<file path="config.mk">
export PLATFORM = sky130hd
export DESIGN_NAME = ex_stage_mc
export DESIGN_NICKNAME = d
export VERILOG_FILES = /design/src/rtl/ex_stage_mc.sv
export SDC_FILE = /design/constraint.sdc
export NUM_CORES = 1
export LEC_CHECK = 0
export ABC_AREA = 1
export CORE_MARGIN = 2
export CORE_UTILIZATION = 40
export DETAILED_ROUTE_END_ITERATION = 6
export DONT_BUFFER_PORTS = 1
export SLEW_MARGIN = 20
export SYNTH_ARGS = -nofsm -noshare
export SYNTH_HDL_FRONTEND = slang
export SYNTH_SLANG_ARGS = --single-unit
</file>
<file path="constraint.sdc">
create_clock -name clk -period 5.5 [get_ports clk]
set_clock_uncertainty 0.2 [all_clocks]
set_input_delay 1.1 -clock clk [delete_from_list [all_inputs] [get_ports clk]]
set_output_delay 1.1 -clock clk [all_outputs]
set_load 0.01 [all_outputs]
</file>
<file path="src/rtl/ex_stage_mc.sv">
// Execute stage: operand forwarding, single-cycle ALU, iterative unsigned mul/div,
// registered EX/MEM output with hold and flush.
module ex_stage_mc #(
  parameter int XLEN = 32,
  parameter int NFWD = 3,
  parameter int CNTW = $clog2(XLEN)
) (
  input  logic                 clk,
  input  logic                 Rst,
  input  logic                 in_valid,
  input  logic [3:0]           in_op,
  input  logic [4:0]           in_rs1,
  input  logic [4:0]           in_rs2,
  input  logic [4:0]           in_rd,
  input  logic                 in_regwrite,
  input  logic [XLEN-1:0]      in_rs1_data,
  input  logic [XLEN-1:0]      in_rs2_data,
  input  logic [XLEN-1:0]      in_imm,
  input  logic                 in_alusrc,
  input  logic [NFWD-1:0]      fwd_valid,
  input  logic [5*NFWD-1:0]    fwd_rd,
  input  logic [XLEN*NFWD-1:0] fwd_data,
  input  logic                 mem_hold,
  input  logic                 flush,
  output logic                 stall,
  output logic                 out_valid,
  output logic [4:0]           out_rd,
  output logic                 out_regwrite,
  output logic [XLEN-1:0]      out_res
);

  // state | meaning
  // IDLE  | accepting instructions; single-cycle ops complete here
  // BUSY  | one radix-2 mul/div step per cycle, XLEN steps
  // DONE  | multi-cycle result written to EX/MEM on the next edge
  typedef enum logic [1:0] {IDLE, BUSY, DONE} state_t;

  localparam logic [3:0] OP_ADD   = 4'd0;
  localparam logic [3:0] OP_SUB   = 4'd1;
  localparam logic [3:0] OP_AND   = 4'd2;
  localparam logic [3:0] OP_OR    = 4'd3;
  localparam logic [3:0] OP_XOR   = 4'd4;
  localparam logic [3:0] OP_SLL   = 4'd5;
  localparam logic [3:0] OP_SRL   = 4'd6;
  localparam logic [3:0] OP_SRA   = 4'd7;
  localparam logic [3:0] OP_SLT   = 4'd8;
  localparam logic [3:0] OP_SLTU  = 4'd9;
  localparam logic [3:0] OP_MUL   = 4'd10;
  localparam logic [3:0] OP_MULHU = 4'd11;
  localparam logic [3:0] OP_DIVU  = 4'd12;
  localparam logic [3:0] OP_REMU  = 4'd13;

  state_t            state;
  logic [CNTW-1:0]   cnt;
  logic [3:0]        mc_op;
  logic [4:0]        mc_rd;
  logic              mc_regwrite;
  logic [XLEN-1:0]   mc_b;
  logic [2*XLEN-1:0] acc;

  logic [XLEN-1:0]   op_a;
  logic [XLEN-1:0]   rs2_val;
  logic [XLEN-1:0]   op_b;
  logic [CNTW-1:0]   shamt;
  logic [XLEN-1:0]   alu_res;
  logic              is_mc;
  logic              mc_is_div;

  logic [XLEN:0]     mul_sum;
  logic [2*XLEN-1:0] mul_next;
  logic [XLEN:0]     div_tmp;
  logic [XLEN:0]     div_diff;
  logic [2*XLEN-1:0] div_next;
  logic [XLEN-1:0]   mc_res;

  // Walk from the oldest source down so the lowest matching index wins.
  always_comb begin
    op_a    = in_rs1_data;
    rs2_val = in_rs2_data;
    for (int i = NFWD - 1; i >= 0; i--) begin
      if (fwd_valid[i] && in_rs1 != 5'd0 && fwd_rd[i*5 +: 5] == in_rs1)
        op_a = fwd_data[i*XLEN +: XLEN];
      if (fwd_valid[i] && in_rs2 != 5'd0 && fwd_rd[i*5 +: 5] == in_rs2)
        rs2_val = fwd_data[i*XLEN +: XLEN];
    end
    op_b = in_alusrc ? in_imm : rs2_val;
  end

  assign shamt = op_b[CNTW-1:0];
  assign is_mc = (in_op >= OP_MUL) && (in_op <= OP_REMU);

  always_comb begin
    alu_res = '0;
    case (in_op)
      OP_ADD:  alu_res = op_a + op_b;
      OP_SUB:  alu_res = op_a - op_b;
      OP_AND:  alu_res = op_a & op_b;
      OP_OR:   alu_res = op_a | op_b;
      OP_XOR:  alu_res = op_a ^ op_b;
      OP_SLL:  alu_res = op_a << shamt;
      OP_SRL:  alu_res = op_a >> shamt;
      OP_SRA:  alu_res = $signed(op_a) >>> shamt;
      OP_SLT:  alu_res = {{(XLEN-1){1'b0}}, $signed(op_a) < $signed(op_b)};
      OP_SLTU: alu_res = {{(XLEN-1){1'b0}}, op_a < op_b};
      default: alu_res = '0;
    endcase
  end

  // Shift-add multiply: acc = {partial high, remaining multiplier bits}.
  assign mul_sum  = {1'b0, acc[2*XLEN-1:XLEN]} + {1'b0, mc_b};
  assign mul_next = acc[0] ? {mul_sum, acc[XLEN-1:1]} : {1'b0, acc[2*XLEN-1:1]};

  // Restoring divide: acc = {remainder, quotient}. The top diff bit is the borrow,
  // since the partial remainder never reaches twice the divisor. A zero divisor
  // never borrows, giving an all-ones quotient and the dividend as remainder.
  assign div_tmp   = acc[2*XLEN-1:XLEN-1];
  assign div_diff  = div_tmp - {1'b0, mc_b};
  assign div_next  = !div_diff[XLEN] ? {div_diff[XLEN-1:0], acc[XLEN-2:0], 1'b1}
                                     : {div_tmp[XLEN-1:0], acc[XLEN-2:0], 1'b0};
  assign mc_is_div = (mc_op == OP_DIVU) || (mc_op == OP_REMU);

  always_comb begin
    mc_res = '0;
    case (mc_op)
      OP_MUL:   mc_res = acc[XLEN-1:0];
      OP_MULHU: mc_res = acc[2*XLEN-1:XLEN];
      OP_DIVU:  mc_res = acc[XLEN-1:0];
      OP_REMU:  mc_res = acc[2*XLEN-1:XLEN];
      default:  mc_res = '0;
    endcase
  end

  assign stall = Rst && ((state == IDLE && in_valid && is_mc) ||
                         (state == BUSY) ||
                         (mem_hold && in_valid));

  always_ff @(posedge clk or negedge Rst) begin
    if (!Rst) begin
      state        <= IDLE;
      cnt          <= '0;
      mc_op        <= '0;
      mc_rd        <= '0;
      mc_regwrite  <= 1'b0;
      mc_b         <= '0;
      acc          <= '0;
      out_valid    <= 1'b0;
      out_rd       <= '0;
      out_regwrite <= 1'b0;
      out_res      <= '0;
    end else if (flush) begin
      state        <= IDLE;
      cnt          <= '0;
      out_valid    <= 1'b0;
      out_regwrite <= 1'b0;
    end else if (!mem_hold) begin
      case (state)
        IDLE: begin
          if (in_valid && is_mc) begin
            mc_op        <= in_op;
            mc_rd        <= in_rd;
            mc_regwrite  <= in_regwrite;
            mc_b         <= op_b;
            acc          <= {{XLEN{1'b0}}, op_a};
            cnt          <= '0;
            state        <= BUSY;
            out_valid    <= 1'b0;
            out_regwrite <= 1'b0;
          end else if (in_valid) begin
            out_valid    <= 1'b1;
            out_rd       <= in_rd;
            out_regwrite <= in_regwrite;
            out_res      <= alu_res;
          end else begin
            out_valid    <= 1'b0;
            out_regwrite <= 1'b0;
          end
        end
        BUSY: begin
          acc          <= mc_is_div ? div_next : mul_next;
          cnt          <= cnt + 1'b1;
          out_valid    <= 1'b0;
          out_regwrite <= 1'b0;
          if (cnt == CNTW'(XLEN - 1))
            state <= DONE;
        end
        DONE: begin
          out_valid    <= 1'b1;
          out_rd       <= mc_rd;
          out_regwrite <= mc_regwrite;
          out_res      <= mc_res;
          state        <= IDLE;
        end
        default: state <= IDLE;
      endcase
    end
  end

endmodule

</file>
==> out/metrics.cfg <==
[setup_path]
critPathKind = in -> reg
critical-path-top-delay-family = compound AO/OA/AOI/OAI gates
slowest_delay_ns = 0.48
rrSetupSlack_ns = 1.45
critPathBufInv = 5
r2r_start = acc[31]
timing.rr.end = acc[55]
rr_worst_depth = 19
cp_max_fo = 12
cpMaxStageDelayCell = o21ai_0
end_kind = register
required_ns = 5.65
arrival_ns = 5.28
worstSetupStartpointType = input pin
crit_path_frequent_cell = a21oi_1
cp.depth = 25

[die]
rows = 89
start_util_pct = 40.32
die_area_sq_um = 61340
die_w_um = 247.7
boundaryPins = 276
core_area_sq_um = 58910
fp.dieH_um = 247.7

[power]
p_per_area_nw_per_um2 = 427.1
ir_drop_v = 0.0004402
p_leak_nw = 13.30
p_total_mw = 11.23

[grt]
grt_pass1_vias = 26592
antenna_found_initial = 11
grt_usage_pct = 36.62
grt_pass1_wl_mm = 168.4
grt_max_degree = 154
overflow = 0

[sta]
min_period_ns = 5.135
worstMarginPinSlew_ns = 1.035
rsz0062_at_grt = no
setup_ws_ns = 0.3646
setup_viol = 0
drv_slew = 0
hold_viol = 0
slew_headroom_pct = 31.03
setup-tns-final_ns = 0
period_share_pct = 93.37
max_freq_mhz = 194.7

[logic_synthesis]
syn-instance-count = 3997
synth_top_area_share_pct = 16.01
synth_area_sq_um = 23750
yosys_register_bits = 152
ys_types = 66
yosysTopAreaCell = dfrtp_1
synth-edff-count = 0
synthArstFlopShare_pct = 100.0
syn_nets = 4407
synth_ff_type = dfrtp_1
synthTopCellsByArea = dfrtp_1 (16%), nand2_1 (14%), nand3_1 (11%), ha_1 (9.0%), a21oi_1 (8.0%)
ys_warn_count = 0
postSynthAreaPerCell_sq_um = 5.942
yosysSeqAreaShare_pct = 16.01

[placed_design]
post-place-ws_ns = 0.001828
dpl_cell_area_sq_um = 25590
gp_congestion = 1.045
dp_hpwl_mm = 92.15
io_buffer_count = 0

[flow_run]
drv_cap = 0

[outcome]
outcome = completed

[layout]
layout_common_cells = nand2_1 (902), nand3_1 (505), inv_1 (465)
stdcell_area_sq_um = 26290
multi_input_area_sq_um = 17060
final_common_cell = nand2_1
final_nets = 4450
area_growth_pct = 10.69
regArea_sq_um = 3804
drive_gt1_share_pct = 10.76
fill_cells = 6529

[cts]
cts_tree = built
clock_sinks = 152
clk_latency_ns = 0.46
cts.clk_slew.worst_paths_ns = 0.07
post-cts-setup-buffers = 0
cts_buffer_depth = 2
cts_root_buffer = clkbuf_16
cts_inserted_buffers = 17
cts_resized = 0
postCtsHoldBufs = 0
h-tree-depth = 4

[routing]
route.detailed.drc = 0
firstDrtPassIters = 6
avgViaCountPerCell = 5.873
drtIter0Drc = 3295
ant_nets = 0
vias = 28439
routed_wl_mm = 114.8
wl_per_cell_um = 23.70

[hold_path]
holdCritPathClass = in -> async

==> final cells by class <==
cell class                 instances  area share [%]
sequential                       152           14.47
tap                              773           3.679
inverter                         499           7.153
timing repair buffer             236           7.167
clock buffer                      17           1.618
multi-input combinational       3134           64.88
clock inverter                    15          0.8852
antenna                           16          0.1523
==> power by group <==
group          total [mW]  internal (mW)  switching (mW)
clock                1.36          0.782           0.574
sequential           2.32           1.63           0.690
combinational        7.56           2.63            4.92
total                11.2           5.04            6.19
==> cell families (layout without fill, tap and decap cells) <==
family                   Yosys count  in the layout  synth area share, %
AND/OR/NAND/NOR                 1902           1902                36.02
AO/OA/AOI/OAI                   1002           1002                24.35
buffers and inverters            711            767                12.26
adder cells (fa/ha/maj)          174            174                9.293
flip-flops                       152            152                16.01
XOR/XNOR                          55             55                2.028
multiplexers                       1              1              0.04214
other                              0             16                    0
==> sequential cells by signal (all words and copies together) (netlist names) <==
name / flops
acc: 64
mc_b: 32
out_res: 32
cnt: 5
mc_rd: 5
out_rd: 5
mc_op: 4
state: 2
mc_regwrite: 1
out_regwrite: 1
out_valid: 1
==> how the worst max path moves through the flow <==
stage,startpoint,endpoint
final,in_rs2[3],out_res[20]
after detailed placement,in_rs2[3],out_res[20]
after floorplan,in_rs2[1],out_res[22]
after CTS,in_rs2[3],out_res[20]
after global placement,in_rs2[3],out_res[27]
after global routing,fwd_valid[2],out_res[20]
==> per-stage QoR <==
| stage | util [%] | hold WS [ns] | instances |
|---|---|---|---|
| after floorplan | - | 0.2479 | 3997 |
| after global routing | 44.63 | 0.1163 | 4841 |
| after CTS | 44.56 | 0.1128 | 4826 |
| final | 44.63 | 0.1351 | 4842 |
| after global placement | 43.45 | 0.2662 | 4794 |
| after detailed placement | 43.45 | 0.2717 | 4794 |
==> cell usage after synthesis, types with 27 or more instances <==
| cell | instances |
|---|---|
| nand3_1 | 505 |
| o21ai_1 | 44 |
| nor2_1 | 255 |
| o22ai_1 | 62 |
| nand2_1 | 903 |
| a21oi_1 | 382 |
| or2_2 | 38 |
| a31oi_1 | 48 |
| buf_2 | 68 |
| dfrtp_1 | 152 |
| xor2_1 | 32 |
| o21ai_0 | 267 |
| ha_1 | 170 |
| nor3_1 | 32 |
| nand4_1 | 31 |
| clkbuf_1 | 108 |
| inv_1 | 467 |
| nand2_2 | 27 |
| o221ai_1 | 35 |
==> metal layers <==
| metal | share of wire (%) | wire [um] | GRT usage (%) |
|---|---|---|---|
| met3 | 9.6 | 10980 | 7.439 |
| met2 | 43 | 49850 | 56.97 |
| met4 | 7.7 | 8861 | 24.48 |
| met5 | 0.0087 | 10 | 0 |
| met1 | 39 | 45040 | 45.73 |
==> worst reg2reg max path, stage by stage (launching register included) <==
cell and delay [ns]:
dfrtp_1 0.41, inv_1 0.12, ha_1 0.15, inv_1 0.06
fa_1 0.38, nand2_1 0.11, o21ai_2 0.09, a21oi_1 0.43
o21ai_2 0.16, a21boi_1 0.31, o21ai_1 0.21, nand3_1 0.23
nand2_1 0.08, nand2_1 0.08, nand2_2 0.06, inv_2 0.06
buf_4 0.28, o21ai_0 0.18, a21oi_1 0.22, o22ai_1 0.09
No activity file was read; power rests on OpenSTA's default activity.
